### config.mk
export PLATFORM = sky130hd
export DESIGN_NAME = instr_fetch
export DESIGN_NICKNAME = d
export VERILOG_FILES = /design/src/rtl/instr_fetch.sv
export SDC_FILE = /design/constraint.sdc
export NUM_CORES = 1
export LEC_CHECK = 0
export ABC_AREA = 1
export CORE_MARGIN = 5
export CORE_UTILIZATION = 42
export DETAILED_ROUTE_END_ITERATION = 10
export PLACE_DENSITY = 0.8
export SLEW_MARGIN = 25
export SYNTH_ARGS = -nofsm -noshare
export SYNTH_HDL_FRONTEND = slang
export SYNTH_SLANG_ARGS = --single-unit
### constraint.sdc
create_clock -name clk -period 2.2 [get_ports clk]
set_input_delay 0.44 -clock clk [delete_from_list [all_inputs] [get_ports clk]]
set_output_delay 0.44 -clock clk [all_outputs]
set_load 0.1 [all_outputs]
### src/rtl/instr_fetch.sv
// Fetch stage in front of the instruction ROM: owns the PC, registers the ROM word for decode.
// Latency: first word valid one edge after reset release; redirect target valid two edges after the pulse edge.
// Backpressure: if_valid/if_instr/if_pc hold while if_ready=0; a new word is captured only when the register is free or draining.
//
// Ports:
//   clk, rst_n                      clock, synchronous active-low reset
//   fetch_en                        allow new fetches (pending word still handed off when low)
//   rom_addr / rom_data             combinational ROM lookup at the current PC
//   if_valid / if_ready             valid/ready handoff to decode
//   if_instr / if_pc                delivered word and the address it came from
//   redirect_valid / redirect_pc    one-cycle restart request from downstream
//   halted                          fetch stopped on an all-zero word
//
// Optional feature macro: FETCH_HALT_DETECT_EN enables halt-word detection.
// Without it, halted is tied to 0 and zero words are delivered normally.
module instr_fetch #(
    parameter int            AW       = 4,
    parameter int            DW       = 16,
    parameter logic [AW-1:0] RESET_PC = '0
) (
    input  logic          clk,
    input  logic          rst_n,
    input  logic          fetch_en,
    output logic [AW-1:0] rom_addr,
    input  logic [DW-1:0] rom_data,
    output logic          if_valid,
    input  logic          if_ready,
    output logic [DW-1:0] if_instr,
    output logic [AW-1:0] if_pc,
    input  logic          redirect_valid,
    input  logic [AW-1:0] redirect_pc,
    output logic          halted
);

    logic [AW-1:0] pc;
    logic          valid_q;
    logic [DW-1:0] instr_q;
    logic [AW-1:0] pc_q;
    logic          halted_q;
    logic          halt_hit;
    logic          load;

    // The instruction register can take a new word when empty or when its
    // current word leaves this cycle; if_ready only steers state, never if_valid
    // combinationally.
    assign load = fetch_en & ~halted_q & (~valid_q | if_ready);

`ifdef FETCH_HALT_DETECT_EN
    assign halt_hit = (rom_data == '0);

    always_ff @(posedge clk) begin
        if (!rst_n) begin
            halted_q <= 1'b0;
        end else if (redirect_valid) begin
            halted_q <= 1'b0;
        end else if (load && halt_hit) begin
            halted_q <= 1'b1;
        end
    end
`else
    assign halt_hit = 1'b0;
    assign halted_q = 1'b0;
`endif

    always_ff @(posedge clk) begin
        if (!rst_n) begin
            pc      <= RESET_PC;
            valid_q <= 1'b0;
            instr_q <= '0;
            pc_q    <= '0;
        end else if (redirect_valid) begin
            // Any word on offer this cycle is dropped; the delivered-word
            // registers keep their old contents until the next capture.
            pc      <= redirect_pc;
            valid_q <= 1'b0;
        end else if (load) begin
            if (halt_hit) begin
                // Halt word is swallowed and the PC stays on it.
                valid_q <= 1'b0;
            end else begin
                instr_q <= rom_data;
                pc_q    <= pc;
                valid_q <= 1'b1;
                pc      <= pc + AW'(1);
            end
        end else if (valid_q && if_ready) begin
            valid_q <= 1'b0;
        end
    end

    assign rom_addr = pc;
    assign if_valid = valid_q;
    assign if_instr = instr_q;
    assign if_pc    = pc_q;
    assign halted   = halted_q;

endmodule
# Word-level counts from Yosys, hierarchy flattened
# Index checks and enable logic that the tools add are counted.
# Widths: inputs -> output; s select.
[word_totals]
register_bits = 25
latchBits = 0
ramBits = 0
mem_bits_ro = 0
in_bits = 25
out_inout_bits = 26
word_cells = 19
mem_count = 0
[classes]
n_addsub = 1
n_mul = 0
div = 0
order_cmp = 0
eq_ne = 0
shift = 0
n_mux = 4
bitwise = 5
n_reduce_logical = 5
[op_table]
columns = ["operator", "count"]
rows = [
  ["$mux 4", 2],
  ["$add 4x1->4 const B", 1],
  ["$reduce_bool 2->1", 2],
  ["$not 1->1", 3],
  ["$mux 1", 2],
  ["$reduce_and 2->1", 1],
  ["$reduce_or 2->1", 1],
  ["$and 1x1->1", 1],
  ["$logic_and 1x1->1", 1],
  ["$or 1x1->1", 1],
]

# Longest topological paths before layout
# Gate-level depths: netlist of the first run.
[logic_depth]
ltp_word = 5
mapped_depth = 7

# Worst setup path after synthesis of the first run
# Ideal clock, no wire load.
[synth_path]
path_type = "register -> register"
startpoint = "register valid_q, in the netlist if_valid"
endpoint = "register pc[0], in the netlist rom_addr[0]"
setup_ns = 0.070
arrival_ns = 1.682
setup_slack_ns = 0.448
path_stages_with_launch = 7
path_buffers = 0
path_cell_list = "dfxtp_1 -> nand2_1 -> nand2_1 -> nand2_1 -> inv_1 -> nand2_1 -> a21oi_1"
[synth_via]
elab_chain_len = 4
[synth_lines]
columns = ["item", "line_no", "text"]
rows = [
  ["start, declared", "36", "logic valid_q;"],
  ["start signal, assigned", "68", "valid_q <= 1'b0;"],
  ["start signal, assigned", "75", "valid_q <= 1'b0;"],
  ["start signal, assigned", "79", "valid_q <= 1'b0;"],
  ["$not 1->1", "46", "assign load = fetch_en & ~halted_q & (~valid_q | if_ready);"],
  ["$or 1x1->1", "46", ""],
  ["$and 1x1->1", "46", ""],
  ["$reduce_bool 2->1 (no source line)", "n/a", ""],
  ["end signal, assigned", "74", "pc <= redirect_pc;"],
  ["end signal, assigned", "84", "pc <= pc + AW'(1);"],
  ["end, declared", "35", "logic [AW-1:0] pc;"],
]
# Every way passes these cells.
# A chain may end at the register's enable or synchronous reset.

# Worst setup path after layout of the first run
[layout_path]
startpoint = "register pc[2], in the netlist rom_addr[2]"
endpoint = "output port rom_addr[2]"
[layout_lines]
columns = ["item", "line_no", "text"]
rows = [
  ["end, declared", "24", "output logic [AW-1:0] rom_addr,"],
]
# No word-level cell between the ends.

==> results of run 1 <==
[layout make-up]
class                      count  area, um^2  share of cell area (%)
clock buffer                   3        22.5                    1.52
clock inverter                 1        8.76                   0.591
tap                           30        37.5                    2.53
inverter                      25        93.8                    6.33
timing repair buffer          50         435                    29.4
sequential                    25         500                    33.8
multi-input combinational     75         384                    25.9
[power by group through the flow]
stage	registers (W)	clock network [W]	logic (W)
final	0.000507	0.000218	0.000410
after global placement	0.000516	0	0.000407
after global routing	0.000513	0.000237	0.000432
after CTS	0.000508	0.000219	0.000412
after floorplan	0.000740	0	0.0000851
after detailed placement	0.000518	0	0.000411
[sequential cells by signal (all words and copies together) (netlist names)]
register,cells
if_instr,16
if_pc,4
rom_addr,4
if_valid,1
[cell usage in the layout, fill, tap and decap left out]
cell type / n
a211oi_1: 1
a21oi_1: 18
a21oi_2: 3
buf_4: 26
clkbuf_4: 3
clkdlybuf4s50_1: 24
conb_1: 1
dfxtp_1: 25
ha_1: 1
inv_1: 24
inv_2: 1
inv_6: 1
nand2_1: 15
nand3_1: 3
nand3_4: 1
nand4_1: 1
nor2_1: 8
o21ai_0: 2
o21ai_1: 20
xnor2_1: 1
[per-layer routing]
layer	vias up	share of wire [%]
li1	513	-
met1	420	41
met2	24	52
met3	4	5.6
met4	0	1.7
met5	-	0
[path summary, 6_finish.rpt]
path                        to  slack [ps]  cells past startpoint
hold / removal    if_instr[13]         460                      2
setup reg to reg      if_pc[2]         920                      4
setup / recovery   rom_addr[2]         610                      1
hold reg to reg   if_instr[13]         460                      2
[cells by family after synthesis]
logic type	Yosys count	synth area share [%]
simple gates	28	12.1
fa+ha+maj	1	1.21
flops	25	48.5
other cells	1	0.364
xor+xnor	1	0.850
compound gates	44	22.7
buf+inv	32	14.2
[synth_stat cells, types with 2 or more instances]
library cell  count
a21oi_1          18
a21oi_2           3
buf_2             3
buf_4             2
buf_6             2
dfxtp_1          25
inv_1            24
nand2_1          15
nand3_1           3
nor2_1            8
o21ai_0           2
o21ai_1          20
[metrics by stage]
| stage | cell area [um^2] | utilization, % |
|---|---|---|
| floorplan | 1030 | - |
| CTS | 1480 | 61.5 |
| global placement | 1450 | 60.2 |
| global route | 1480 | 61.5 |
| detailed placement | 1450 | 60.2 |
| finish | 1480 | 61.5 |
==> run metrics, run 1 <==
status=completed; TritonCTS buffer count=3; FP Rows=18; CTS Hold Bufs=0; Psw=0.000471 W; Layout Nets=206; Residual DRC=0; met2 usage=25.4%; Leak=0.650 nW; max incr delay on CP=490 ps; drt total wl=2380 um; total track usage=14.3%; Worst-path clk slew=150 ps; max_cap viols=0; #FFs+latches synth=25; ys flop type=dfxtp_1; IO Port Bufs=49; I/O pin total=51; sequential power share=44.7%; sw frac=41.5%; Final setup viols=0; Congestion Overflow GR=0; Initial DRT Pass Iterations=4; sequential-to-total area share from yosys stat=48.5%; worst IR drop on VDD=0.411 mV; Hold WS=456 ps; post-synth top area cell=dfxtp_1; Clk network pwr share=19.2%; Clock Sinks=25; CP max-delay cell=dfxtp_1; initial drt markers=24; largest net degree at the start of global routing=43; vias in the first global route=948; drt wl/cell=11.4 um; Syn Inst Count=132; Hold Crit Start=if_instr[13]; Die W=59.5 um; CP Capture Type=primary output; CP cell instances=buf_4; WS Path Type=reg2out; syn_nets=158; required time worst endpoint=1760 ps; M3 GR Usage=3.49%; GRT Max-Usage Layer=met2; Ant. Diodes=0; Detailed Place HPWL=1880 um; Worst Setup Start Kind=flop; P per Cell Area=765 nW/um^2; Placer Congestion=0.852; Die Span Y=59.5 um; Critical Path Start=rom_addr[2]; first-pass GRT wire length=3910 um; CTS tree=yes; core area=2410 um^2; crit path DAT=1150 ps; fillcell total=223; EDFF count, synth=0; delay-heaviest family, CP=flip-flops; antenna violations before repair=0; setup_tns=0 ps; clk buf depth=2; RR Startpoint=if_valid; pre-CTS worst setup slack=283 ps; Placed Cells incl. Taps=205; combinational share of power=36.1%; via-per-instance ratio=4.60; RSZ-0062 raised after global routing=no; fin crit period=1590 ps; total chip power=0.00113 W; worst setup margin=607 ps; Post-synth ARST share=0%; total die area=3550 um^2; buffers and inverters on the worst path=1; crit share post-route=72.4%; syn avg cell area=7.81 um^2; Crit Path Max Fanout=6; Hold Fails Final Rpt=0; Ys Warns=0; Yosys top cell area share=48.5%; DRT antenna net count=0; Skew-Pair Late Insertion Delay=320 ps; Area Overhead vs Synth=43.8%; Layout Cells excl Fill=209; Final Skew=6.25 ps; layout cells sized above 1=19.6%; H-Tree Depth=1; synth top area cells=dfxtp_1, o21ai_1, a21oi_1; Hold WC Path Type=reg2reg; setup bufs post-CTS=0; GR Util met1=16.4%; Initial Util=42.8%; CTS Root Cell=clkbuf_4; Pint=0.000664 W; library cells used by synthesis=19; Max Slew Vio Count=0; post-synthesis cell area=1030 um^2; Post-CTS Resized=0; via count=961; Peak Freq=0.628 GHz
(Power assumes the default switching activity.)
==> run 2, diff against run 1 <==
Settings changed: CORE_UTILIZATION 42 to 35, PLACE_DENSITY 0.8 to 0.71.
Clock period 2.2 ns to 1.3 ns, I/O delays scaled along.
==> run 2 against run 1 <==
Non-clock buffer count increased by 6. Routed wire length increased by 17%. Flip-flop and latch count unchanged. Die area increased by 17%. Count of clock-buffer cells in the layout unchanged. First-iteration DRC count decreased by 50%. Utilization increased by 5.5 points. Hold slack improved by 36 ps. Power increased by 84%.
==> run metrics, run 2 (same netlist as run 1, synthesis figures left out) <==
Skew-Pair Late Insertion Delay=320 ps; Initial DRT Pass Iterations=4; sw frac=39.5%; drt total wl=2790 um; most common cell after layout, fill and taps aside=buf_12; FF-to-FF setup slack=160 ps; CP Capture Type=primary output; TritonCTS buffer count=3; Initial Util=37.1%; vias in the first global route=1143; I/O pin total=51; delay-heaviest family, CP=flip-flops; antenna violations before repair=0; worst setup margin=85.1 ps; largest net degree at the start of global routing=22; max FFs per register=16; Final setup viols=0; Clock Sinks=25; required time worst endpoint=1040 ps; max_cap viols=0; buffers and inverters on the worst path=1; combinational share of power=40.8%; Worst-path clk slew=140 ps; Worst Setup Start Kind=flop; Placer Congestion=0.817; FP Rows=19; via count=999; pre-CTS worst setup slack=-229 ps; H-Tree Depth=1; Crit Path Max Fanout=6; crit path DAT=950 ps; max incr delay on CP=440 ps; most frequent cells in the layout=buf_12, inv_1, clkdlybuf4s50_1; core area=2780 um^2; IO Port Bufs=49; Hold WC Path Type=reg2reg; Pint=0.00126 W; Leak=0.768 nW; Detailed Place HPWL=2290 um; fin crit period=1210 ps; total die area=4130 um^2; worst IR drop on VDD=0.759 mV; clk buf depth=2; Die W=64.3 um; WS Path Type=reg2out; RSZ-0062 raised after global routing=no; layout cells sized above 1=24.9%; Placed Cells incl. Taps=212; DRT antenna net count=0; Area Overhead vs Synth=80.8%; Post-CTS Resized=0; Final Skew=6.40 ps; initial drt markers=12; drt wl/cell=12.9 um; Clk network pwr share=16.6%; Psw=0.000823 W; first-pass GRT wire length=4840 um; Layout Cells excl Fill=216; CTS tree=yes; Residual DRC=0; sequential power share=42.6%; Max Slew Vio Count=0; status=completed; CTS Hold Bufs=0; CTS Root Cell=clkbuf_4; P per Cell Area=1120 nW/um^2; CP cell instances=buf_12; Ant. Diodes=0; Hold Fails Final Rpt=0; Die Span Y=64.3 um; total track usage=14.4%; CP max-delay cell=dfxtp_2; total chip power=0.00208 W; Congestion Overflow GR=0; crit share post-route=93.5%; setup bufs post-CTS=0; Peak Freq=0.823 GHz; Layout Nets=212; via-per-instance ratio=4.63
run 2: cell count changes in the layout (fill, tap and decap cells not counted):
| cell | delta |
|---|---|
| inv_6 | -1 |
| buf_4 | -20 |
| dfxtp_2 | +2 |
| buf_12 | +26 |
| clkinv_2 | +1 |
| dfxtp_4 | +3 |
| dfxtp_1 | -5 |
run 2: per-stage QoR:
step / util [%] / hold WS [ps] / TNS, ps / area [um^2]
2_1_floorplan: - / 329 / 0 / 1040
3_3_place_gp: 66.0 / 468 / -3400 / 1840
3_5_place_dp: 66.0 / 474 / -4040 / 1840
4_1_cts: 67.0 / 493 / 0 / 1860
5_1_grt: 67.0 / 522 / 0 / 1860
6_report: 67.0 / 491 / 0 / 1860
run 2: tightest hold or removal path, delay by kind of cell, from the launching register on:
family / cells / cell delay (ps)
flip-flops: 1 / 360
buffers and inverters: 1 / 60
AO/OA/AOI/OAI: 1 / 50
run 2: worst paths after layout:
check                      end  cells past startpoint         from
hold reg to reg    if_instr[3]                      2  if_instr[3]
setup / recovery   rom_addr[2]                      1  rom_addr[2]
hold / removal     if_instr[3]                      2  if_instr[3]
setup reg to reg  if_instr[15]                      5     if_valid
run 2: layout make-up:
| class | count | area [um^2] |
|---|---|---|
| Clock inverter | 1 | 5.00 |
| Clock buffer | 3 | 22.5 |
| Multi-Input combinational cell | 75 | 384 |
| Tap cell | 31 | 38.8 |
| Fill cell | 252 | 917 |
| Sequential cell | 25 | 514 |
| Timing Repair Buffer | 56 | 806 |
| Inverter | 25 | 93.8 |
run 2: metal layers:
metal,GRT usage (%),part of all wire [%],wire length (um)
met1,14.7,39,1090
met2,26.1,54,1500
met3,4.55,5.3,148
met4,6.87,1.4,40
met5,0,0,0
run 2: power groups by stage:
stage | combinational, W | clock [W] | sequential [W]
3_3_place_gp | 0.000843 | 0 | 0.000901
2_1_floorplan | 0.000144 | 0 | 0.00125
3_5_place_dp | 0.000855 | 0 | 0.000905
6_report | 0.000851 | 0.000345 | 0.000887
4_1_cts | 0.000856 | 0.000349 | 0.000888
5_1_grt | 0.000887 | 0.000386 | 0.000897
